$ cat src/rtl/wts_pkg.sv
// Shared types and constants for the WTS channel scheduler and its config register file.
package wts_pkg;

    localparam int NUM_CH = 5;
    localparam int FREQ_W = 12;

    typedef logic [2:0] wts_slot_t;

    typedef enum logic [1:0] {
        SEL_FREQ_LO = 2'd0,
        SEL_FREQ_HI = 2'd1,
        SEL_WLEN    = 2'd2,
        SEL_CTRL    = 2'd3
    } wts_sel_e;

    typedef enum logic [1:0] {
        ST_IDLE      = 2'd0,
        ST_COMMIT    = 2'd1,
        ST_WAIT_SLOT = 2'd2
    } wts_state_e;

    typedef struct packed {
        logic [FREQ_W-1:0] freq;
        logic [1:0]        wave_length;
        logic              wave_reset;
    } wts_ch_cfg_t;

endpackage

$ cat src/rtl/wts_channel_config_regs.sv
// Per-channel tone configuration plus low-byte frequency staging; one write port,
// one read port for the active slot and a wave-reset tap for the channel being written.
module wts_channel_config_regs
    import wts_pkg::*;
(
    input  logic        clk,
    input  logic        reset,
    input  logic        we_i,
    input  wts_slot_t   wr_ch_i,
    input  wts_sel_e    wr_sel_i,
    input  logic [7:0]  wr_data_i,
    input  wts_slot_t   rd_slot_i,
    output wts_ch_cfg_t rd_cfg_o,
    output logic        wr_wave_reset_o
);

    wts_ch_cfg_t       cfg_q      [NUM_CH];
    logic [7:0]        stage_lo_q [NUM_CH];
    logic [NUM_CH-1:0] hit;

    generate
        for (genvar gi = 0; gi < NUM_CH; gi++) begin : g_hit
            assign hit[gi] = we_i && (wr_ch_i == wts_slot_t'(gi));
        end
    endgenerate

    always_ff @(posedge clk) begin
        for (int i = 0; i < NUM_CH; i++) begin
            if (reset) begin
                cfg_q[i]      <= '0;
                stage_lo_q[i] <= '0;
            end else if (hit[i]) begin
                case (wr_sel_i)
                    SEL_FREQ_LO: stage_lo_q[i]        <= wr_data_i;
                    SEL_FREQ_HI: cfg_q[i].freq        <= {wr_data_i[3:0], stage_lo_q[i]};
                    SEL_WLEN:    cfg_q[i].wave_length <= wr_data_i[1:0];
                    SEL_CTRL:    cfg_q[i].wave_reset  <= wr_data_i[0];
                    default:     ;
                endcase
            end
        end
    end

    // Slot indices above NUM_CH-1 read as all-zero rather than aliasing a channel.
    always_comb begin
        rd_cfg_o        = '0;
        wr_wave_reset_o = 1'b0;
        for (int i = 0; i < NUM_CH; i++) begin
            if (rd_slot_i == wts_slot_t'(i)) rd_cfg_o = cfg_q[i];
            if (wr_ch_i == wts_slot_t'(i))   wr_wave_reset_o = cfg_q[i].wave_reset;
        end
    end

endmodule

$ cat src/rtl/wts_channel_scheduler.sv
// Slot rotation and CPU write sequencer in front of the 5-channel tone generator:
// one write at a time, committed to the config file, with counter-clear and wave-restart pulses.
module wts_channel_scheduler
    import wts_pkg::*;
(
    input  logic        clk,
    input  logic        reset,
    input  logic        enable,
    input  logic        bus_wr,
    input  logic [2:0]  bus_ch,
    input  logic [1:0]  bus_sel,
    input  logic [7:0]  bus_wdata,
    output logic        bus_ready,
    output logic [2:0]  active,
    output logic        address_reset,
    output logic [11:0] reg_frequency_count,
    output logic [1:0]  reg_wave_length,
    output logic        reg_wave_reset,
    output logic        clear_counter_a,
    output logic        clear_counter_b,
    output logic        clear_counter_c,
    output logic        clear_counter_d,
    output logic        clear_counter_e
);

    wts_state_e        state_q, state_d;
    wts_slot_t         active_q, ch_q;
    wts_sel_e          sel_q;
    logic [7:0]        data_q;
    logic              bus_ready_q;
    logic              accept, ch_valid, commit_we, addr_pulse, wr_wave_reset;
    logic [NUM_CH-1:0] clear_vec;
    wts_ch_cfg_t       rd_cfg;

    assign accept   = bus_wr && bus_ready_q;
    assign ch_valid = (ch_q < wts_slot_t'(NUM_CH));

    always_ff @(posedge clk) begin
        if (reset) begin
            state_q     <= ST_IDLE;
            active_q    <= '0;
            ch_q        <= '0;
            sel_q       <= SEL_FREQ_LO;
            data_q      <= '0;
            bus_ready_q <= 1'b0;
        end else begin
            state_q     <= state_d;
            bus_ready_q <= (state_d == ST_IDLE);
            if (enable) active_q <= (active_q == wts_slot_t'(NUM_CH - 1)) ? '0 : active_q + 3'd1;
            if (accept) begin
                ch_q   <= bus_ch;
                sel_q  <= wts_sel_e'(bus_sel);
                data_q <= bus_wdata;
            end
        end
    end

    // Writes to a nonexistent channel still walk through COMMIT so the handshake
    // timing is identical, but they never touch the register file or wait for a slot.
    always_comb begin
        state_d    = state_q;
        commit_we  = 1'b0;
        addr_pulse = 1'b0;
        case (state_q)
            ST_IDLE: begin
                if (accept) state_d = ST_COMMIT;
            end
            ST_COMMIT: begin
                commit_we = ch_valid;
                state_d   = (sel_q == SEL_CTRL && data_q[1] && ch_valid) ? ST_WAIT_SLOT : ST_IDLE;
            end
            ST_WAIT_SLOT: begin
                if (active_q == ch_q) begin
                    addr_pulse = 1'b1;
                    state_d    = ST_IDLE;
                end
            end
            default: state_d = ST_IDLE;
        endcase
    end

    wts_channel_config_regs u_cfg (
        .clk             (clk),
        .reset           (reset),
        .we_i            (commit_we),
        .wr_ch_i         (ch_q),
        .wr_sel_i        (sel_q),
        .wr_data_i       (data_q),
        .rd_slot_i       (active_q),
        .rd_cfg_o        (rd_cfg),
        .wr_wave_reset_o (wr_wave_reset)
    );

    // A high-byte commit leaves wave_reset untouched, so the current flag is the post-commit value.
    generate
        for (genvar gi = 0; gi < NUM_CH; gi++) begin : g_clear
            assign clear_vec[gi] = !reset && commit_we && (sel_q == SEL_FREQ_HI)
                                   && (ch_q == wts_slot_t'(gi)) && wr_wave_reset;
        end
    endgenerate

    assign bus_ready           = bus_ready_q;
    assign active              = active_q;
    assign address_reset       = addr_pulse && !reset;
    assign reg_frequency_count = rd_cfg.freq;
    assign reg_wave_length     = rd_cfg.wave_length;
    assign reg_wave_reset      = rd_cfg.wave_reset;
    assign clear_counter_a     = clear_vec[0];
    assign clear_counter_b     = clear_vec[1];
    assign clear_counter_c     = clear_vec[2];
    assign clear_counter_d     = clear_vec[3];
    assign clear_counter_e     = clear_vec[4];

endmodule

$ cat config.mk
export PLATFORM = sky130hd
export DESIGN_NAME = wts_channel_scheduler
export DESIGN_NICKNAME = d
export VERILOG_FILES = /design/src/rtl/wts_pkg.sv /design/src/rtl/wts_channel_config_regs.sv /design/src/rtl/wts_channel_scheduler.sv
export SDC_FILE = /design/constraint.sdc
export NUM_CORES = 1
export LEC_CHECK = 0
export CAP_MARGIN = 20
export CORE_ASPECT_RATIO = 2
export CORE_UTILIZATION = 62
export CTS_CLUSTER_SIZE = 16
export DETAILED_ROUTE_END_ITERATION = 12
export HOLD_SLACK_MARGIN = 0.1
export PLACE_DENSITY = 0.8
export SLEW_MARGIN = 20
export SYNTH_ARGS = -nofsm -noshare
export SYNTH_HDL_FRONTEND = slang
export SYNTH_SLANG_ARGS = --single-unit
$ cat constraint.sdc
create_clock -name clk -period 4.8 [get_ports clk]
set_input_delay 0.72 -clock clk [delete_from_list [all_inputs] [get_ports clk]]
set_output_delay 0.72 -clock clk [all_outputs]
set_load 0.01 [all_outputs]
* After elaboration in Yosys (flattened, before gate mapping)
Memories as Yosys holds them, arrays and structs flattened.
Cells that the tools add are included.
** Storage, ports and cells
- Register bits after elaboration :: 19
- Memory bits (writable) :: 115
- Input bits :: 17
- Output and inout bits :: 25
- Word-level logic and storage cells :: 175
- Memories kept :: 2
** Operators by class
- $add $sub $neg :: 1
- Order comparisons :: 1
- Equality and inequality tests :: 14
- Mux-type cells :: 104
- Bitwise logic cells :: 20
- Reduce and logical (&&, ||, !) cells :: 27
** Memory list
- u_cfg.cfg_q :: depth 5, bits a word 15, read ports 5, clocked after memory_dff 0, write ports 5, line wts_channel_config_regs.sv:17 : wts_ch_cfg_t cfg_q [NUM_CH];
- u_cfg.stage_lo_q :: depth 5, bits a word 8, read ports 5, clocked after memory_dff 0, write ports 5, line wts_channel_config_regs.sv:18 : logic [7:0] stage_lo_q [NUM_CH];
** Operator list (count)
- 1-bit two-way mux :: 79
- 15-bit two-way mux :: 5
- 12-bit two-way mux :: 5
- 8-bit two-way mux :: 5
- 1-bit logical AND :: 21
- 1-bit OR :: 20
- 2-bit two-way mux :: 8
- 3-bit by 2-bit == test with 1-bit output, second input constant :: 4
- 2-bit == test, second input constant :: 3
- 3-bit by 1-bit == test with 1-bit output, second input constant :: 2
- 3-bit == test, second input constant :: 2
- 2-bit logical NOT :: 3
- 3-bit logical NOT :: 2
- 2-bit one-hot mux with 3 select lines :: 1
- 2-bit by 1-bit == test with 1-bit output, second input constant :: 2
- 3-bit by 1-bit adder with 3-bit output, second input constant :: 1
- 3-bit == test :: 1
- 3-bit less-than comparator, second input constant :: 1
- 3-bit two-way mux :: 1
- 1-bit logical NOT :: 1

* Longest topological paths before layout
- Depth in word-level cells :: 7
- Depth in mapped cells :: 8

* By module
A second synthesis with hierarchy kept.
** Unflattened totals
- Cell total of the unflattened synthesis :: 517
- Area, all modules :: 6025.8 um^2
** Modules (own cells, without submodules)
- wts_channel_config_regs :: times used 1, cells an instance 408, area an instance 5170.0 um^2, sequential area each 3453.3 um^2
- wts_channel_scheduler :: times used 1, cells an instance 109, area an instance 855.8 um^2, sequential area each 380.4 um^2

* Worst setup path after synthesis
No wires, ideal clock.
- Path kind :: register to output
- Start :: reg active_q[0], in the netlist active[0]
- End :: out reg_frequency_count[1]
- Arrival :: 1814 ps
- Setup slack :: 2266 ps
- Stages on the path, launching flop included :: 8
- Path buffers :: 2
- Cells stage by stage :: dfxtp_1 > ha_1 > ha_1 > or2_1 > buf_6 > buf_6 > a221o_1 > a31oi_1
** Between the ends
- Cells in the longest elaborated chain, start to end :: 6
** RTL lines
- from (decl) :: line wts_channel_scheduler.sv:27 : wts_slot_t active_q, ch_q;
- from (signal assigned) :: line wts_channel_scheduler.sv:49 : if (enable) active_q <= (active_q == wts_slot_t'(NUM_CH - 1)) ? '0 : active_q + 3'd1;
- 3-bit logical NOT :: line wts_channel_config_regs.sv:49 : if (rd_slot_i == wts_slot_t'(i)) rd_cfg_o = cfg_q[i];
- 15-bit two-way mux (4 in series) :: line wts_channel_config_regs.sv:49
- 15-bit two-way mux * :: line wts_channel_config_regs.sv:49
- to (decl) :: line wts_channel_scheduler.sv:16 : output logic [11:0] reg_frequency_count,
Every way passes the cells marked *; elsewhere a longest branch is shown, timed or not.

* Worst setup path in the final report
- Start :: reg active_q[1], in the netlist active[1]
- End :: out reg_wave_reset
** Between the ends
- Cells in the longest elaborated chain, start to end :: 6
** RTL lines
- 3-bit logical NOT :: line wts_channel_config_regs.sv:49
- 15-bit two-way mux (4 in series) :: line wts_channel_config_regs.sv:49
- 15-bit two-way mux * :: line wts_channel_config_regs.sv:49
- to (decl) :: line wts_channel_scheduler.sv:18 : output logic reg_wave_reset,
Marks and branches as above.

==> results.txt <==
cell chain of the critical path: inv_1, ha_1, nand2_1, a31oi_1, clkdlybuf4s50_1
Final period util: 83.8%
Setup Fix Bufs, Post-CTS: 0
warnings from Yosys: 0
Core Rows: 50
DR DRC count: 0
core area: 9380 um2
critical path class: reg2out
Detailed Routing Iterations Pass 1: 9
clock latency at the later pin of the worst-skew pair: 0.42 ns
die height: 141 um
final setup fails: 0
Pint: 2.28 mW
Post-Synthesis Cells: 535
antenna cells: 0
Detailed Place HPWL: 11.2 mm
clock network fraction of total power: 46.6%
Worst-Margin Slew: 1.04 ns
Syn Nets: 557
sequential power share: 45.0%
1st-iter DRT viols: 471
quantity of hold-fixing buffers added after cts: 0
VDD IR max: 0.399 mV
flip-flop and latch area: 3830 um2
slowest CP cell: nand2_1
Critical Path Stages: 5
TritonCTS Buffers: 17
Worst Path Required: 4.08 ns
CTS clock-pin slew for the worst setup and hold paths: 0.06 ns
CP max FO: 31
Pwr per Cell Area: 419 nW/um2
Clock Path Buffers: 2
root buf cell: clkbuf_16
hold slack: 0.455 ns
vias in the first global route: 4339
Remaining Overflow, GRT: 0
Final Max Tran Viols: 0
Initial Util: 64.2%
path depth of the worst reg2reg path: 5
skew final: 0.00607 ns
die footprint: 10100 um2
DRT antenna net count: 0
crit start category: flop
clock net sink count: 134
CP Data Arrival Time: 3.30 ns
critical path's top delay family: simple AND/OR/NAND/NOR gates
Cell Area, Synth: 6020 um2
# IOs: 42
wire per inst: 24.1 um
Seq cells post-synth: 134
Synth Area per Inst: 11.3 um2
relative slew slack: 30.8%
CTS tree: yes
setup_tns: 0 ns
top cell type's share of synthesized area: 57.4%
f_max: 0.249 GHz
cts repair resizes: 0
port bufs: 41
fraction of layout cells with a size suffix above 1: 10.4%
max-cap violation count: 0
CP peak stage delay: 0.75 ns
RePlAce Congestion: 1.04
vias: 4393
sequential share of the synthesized area: 63.7%
largest net degree at the start of global routing: 45
status: complete, no violations
Synth area leader: edfxtp_1
Die X: 71.7 um
vias per cell: 6.46
Hold Crit Depth: 2
most frequent cells in the layout: edfxtp_1, nor2_1, nand2_1
Setup crit end kind: output pin
Logic pwr share: 8.4%
H-tree Lvls: 4
Total Routing Usage GR: 34.8%
nets: 585
Post-Route WL: 16.4 mm
Switch Pwr: 0.675 mW
commonest non-fill, non-tap cell in the layout: edfxtp_1
Multi-input gate area: 1930 um2
Lkg Pwr: 2.60 nW
post-synthesis cell type count: 41
RSZ-0062 raised after global routing: false
Worst Path Buf+Inv: 2
first-pass GRT wire length: 24.5 mm
Min-Delay Path Class: reg2reg
Sw Share: 22.9%
Hold Fails Final Rpt: 0
Filler Cells Inserted: 633
crit path time final: 4.02 ns
initial antenna violation count: 0
Syn-to-layout area delta: 17.2%
Synth area leaders: edfxtp_1, dfxtp_1, nor2_1
post-layout util: 75.2%
[per-stage QoR]
| step | total power [mW] | setup slack [ns] | area [um2] | cells |
|---|---|---|---|---|
| 5_1_grt | 3.02 | 0.590 | 7060 | 680 |
| 2_1_floorplan | 1.48 | 2.27 | 6020 | 535 |
| 3_3_place_gp | 1.58 | 1.45 | 6430 | 648 |
| 6_report | 2.96 | 0.777 | 7060 | 680 |
| 4_1_cts | 2.95 | 0.818 | 7060 | 680 |
| 3_5_place_dp | 1.59 | 1.33 | 6430 | 648 |
[path summary, 6_finish.rpt]
kind	slack [ns]	end	from
max	0.78	reg_wave_reset	active[1]
min	0.46	data_q[6]	data_q[6]
max reg2reg	2.40	active[1]	active[1]
min reg2reg	0.46	data_q[6]	data_q[6]
[power groups by stage]
stage	Sequential (mW)	Combinational (mW)	Clock (mW)
final	1.33	0.249	1.38
after global routing	1.33	0.264	1.42
after CTS	1.33	0.245	1.38
after detailed placement	1.35	0.242	0
after global placement	1.35	0.235	0
after floorplan	1.34	0.143	0
[metal layers]
metal	up-vias	global-route usage [%]	part of all wire, %
met3	84	10.5	7.4
met4	0	32.8	11
met1	2081	33.3	31
met5	-	0	0
li1	1978	-	-
met2	250	57.5	50
[kinds of logic after synthesis]
family,Yosys count,synth area share (%)
AO/OA/AOI/OAI,91,10.5
XOR/XNOR,3,0.436
adder cells (fa/ha/maj),5,1.04
buffers and inverters,59,4.34
flip-flops,134,63.7
multiplexers,4,0.707
AND/OR/NAND/NOR,239,19.3
[tightest hold or removal path: stages (launching register included)]
cell and delay, ns:
dfxtp_1 0.31, nand2_1 0.05, a21oi_1 0.05
[cell type report]
type                       count  share of cell area (%)
sequential                   134                    54.3
inverter                      20                    1.06
timing repair buffer          48                    6.56
clock inverter                15                    2.87
tap                          104                    1.84
multi-input combinational    342                    27.3
clock buffer                  17                    6.03
[flip-flops by register name (all words and copies together), names as in the netlist]
register / flops
u_cfg.stage_lo_q: 40
bus_ready: 1
u_cfg.cfg_q: 75
state_q: 2
sel_q: 2
data_q: 8
active: 3
ch_q: 3
[synth_stat cells, drive strengths merged]
| library cell | n |
|---|---|
| edfxtp | 115 |
| nor2 | 97 |
| nand2 | 60 |
| and3 | 44 |
| a21oi | 31 |
| clkbuf | 23 |
| inv | 20 |
| dfxtp | 19 |
| buf | 16 |
| nand3b | 16 |
| o21ai | 16 |
| a221o | 15 |
| a31oi | 15 |
| nand3 | 6 |
| a2111oi | 5 |
| a21o | 5 |
| ha | 5 |
| and2 | 4 |
| nand2b | 3 |
| xnor2 | 3 |
| and2b | 2 |
| mux2 | 2 |
| mux2i | 2 |
| nor3b | 2 |
| a22oi | 1 |
| a311oi | 1 |
| a32o | 1 |
| nand4 | 1 |
| nor2b | 1 |
| nor3 | 1 |
| nor4 | 1 |
| o31ai | 1 |
| or2 | 1 |
(Power assumes the default switching activity.)
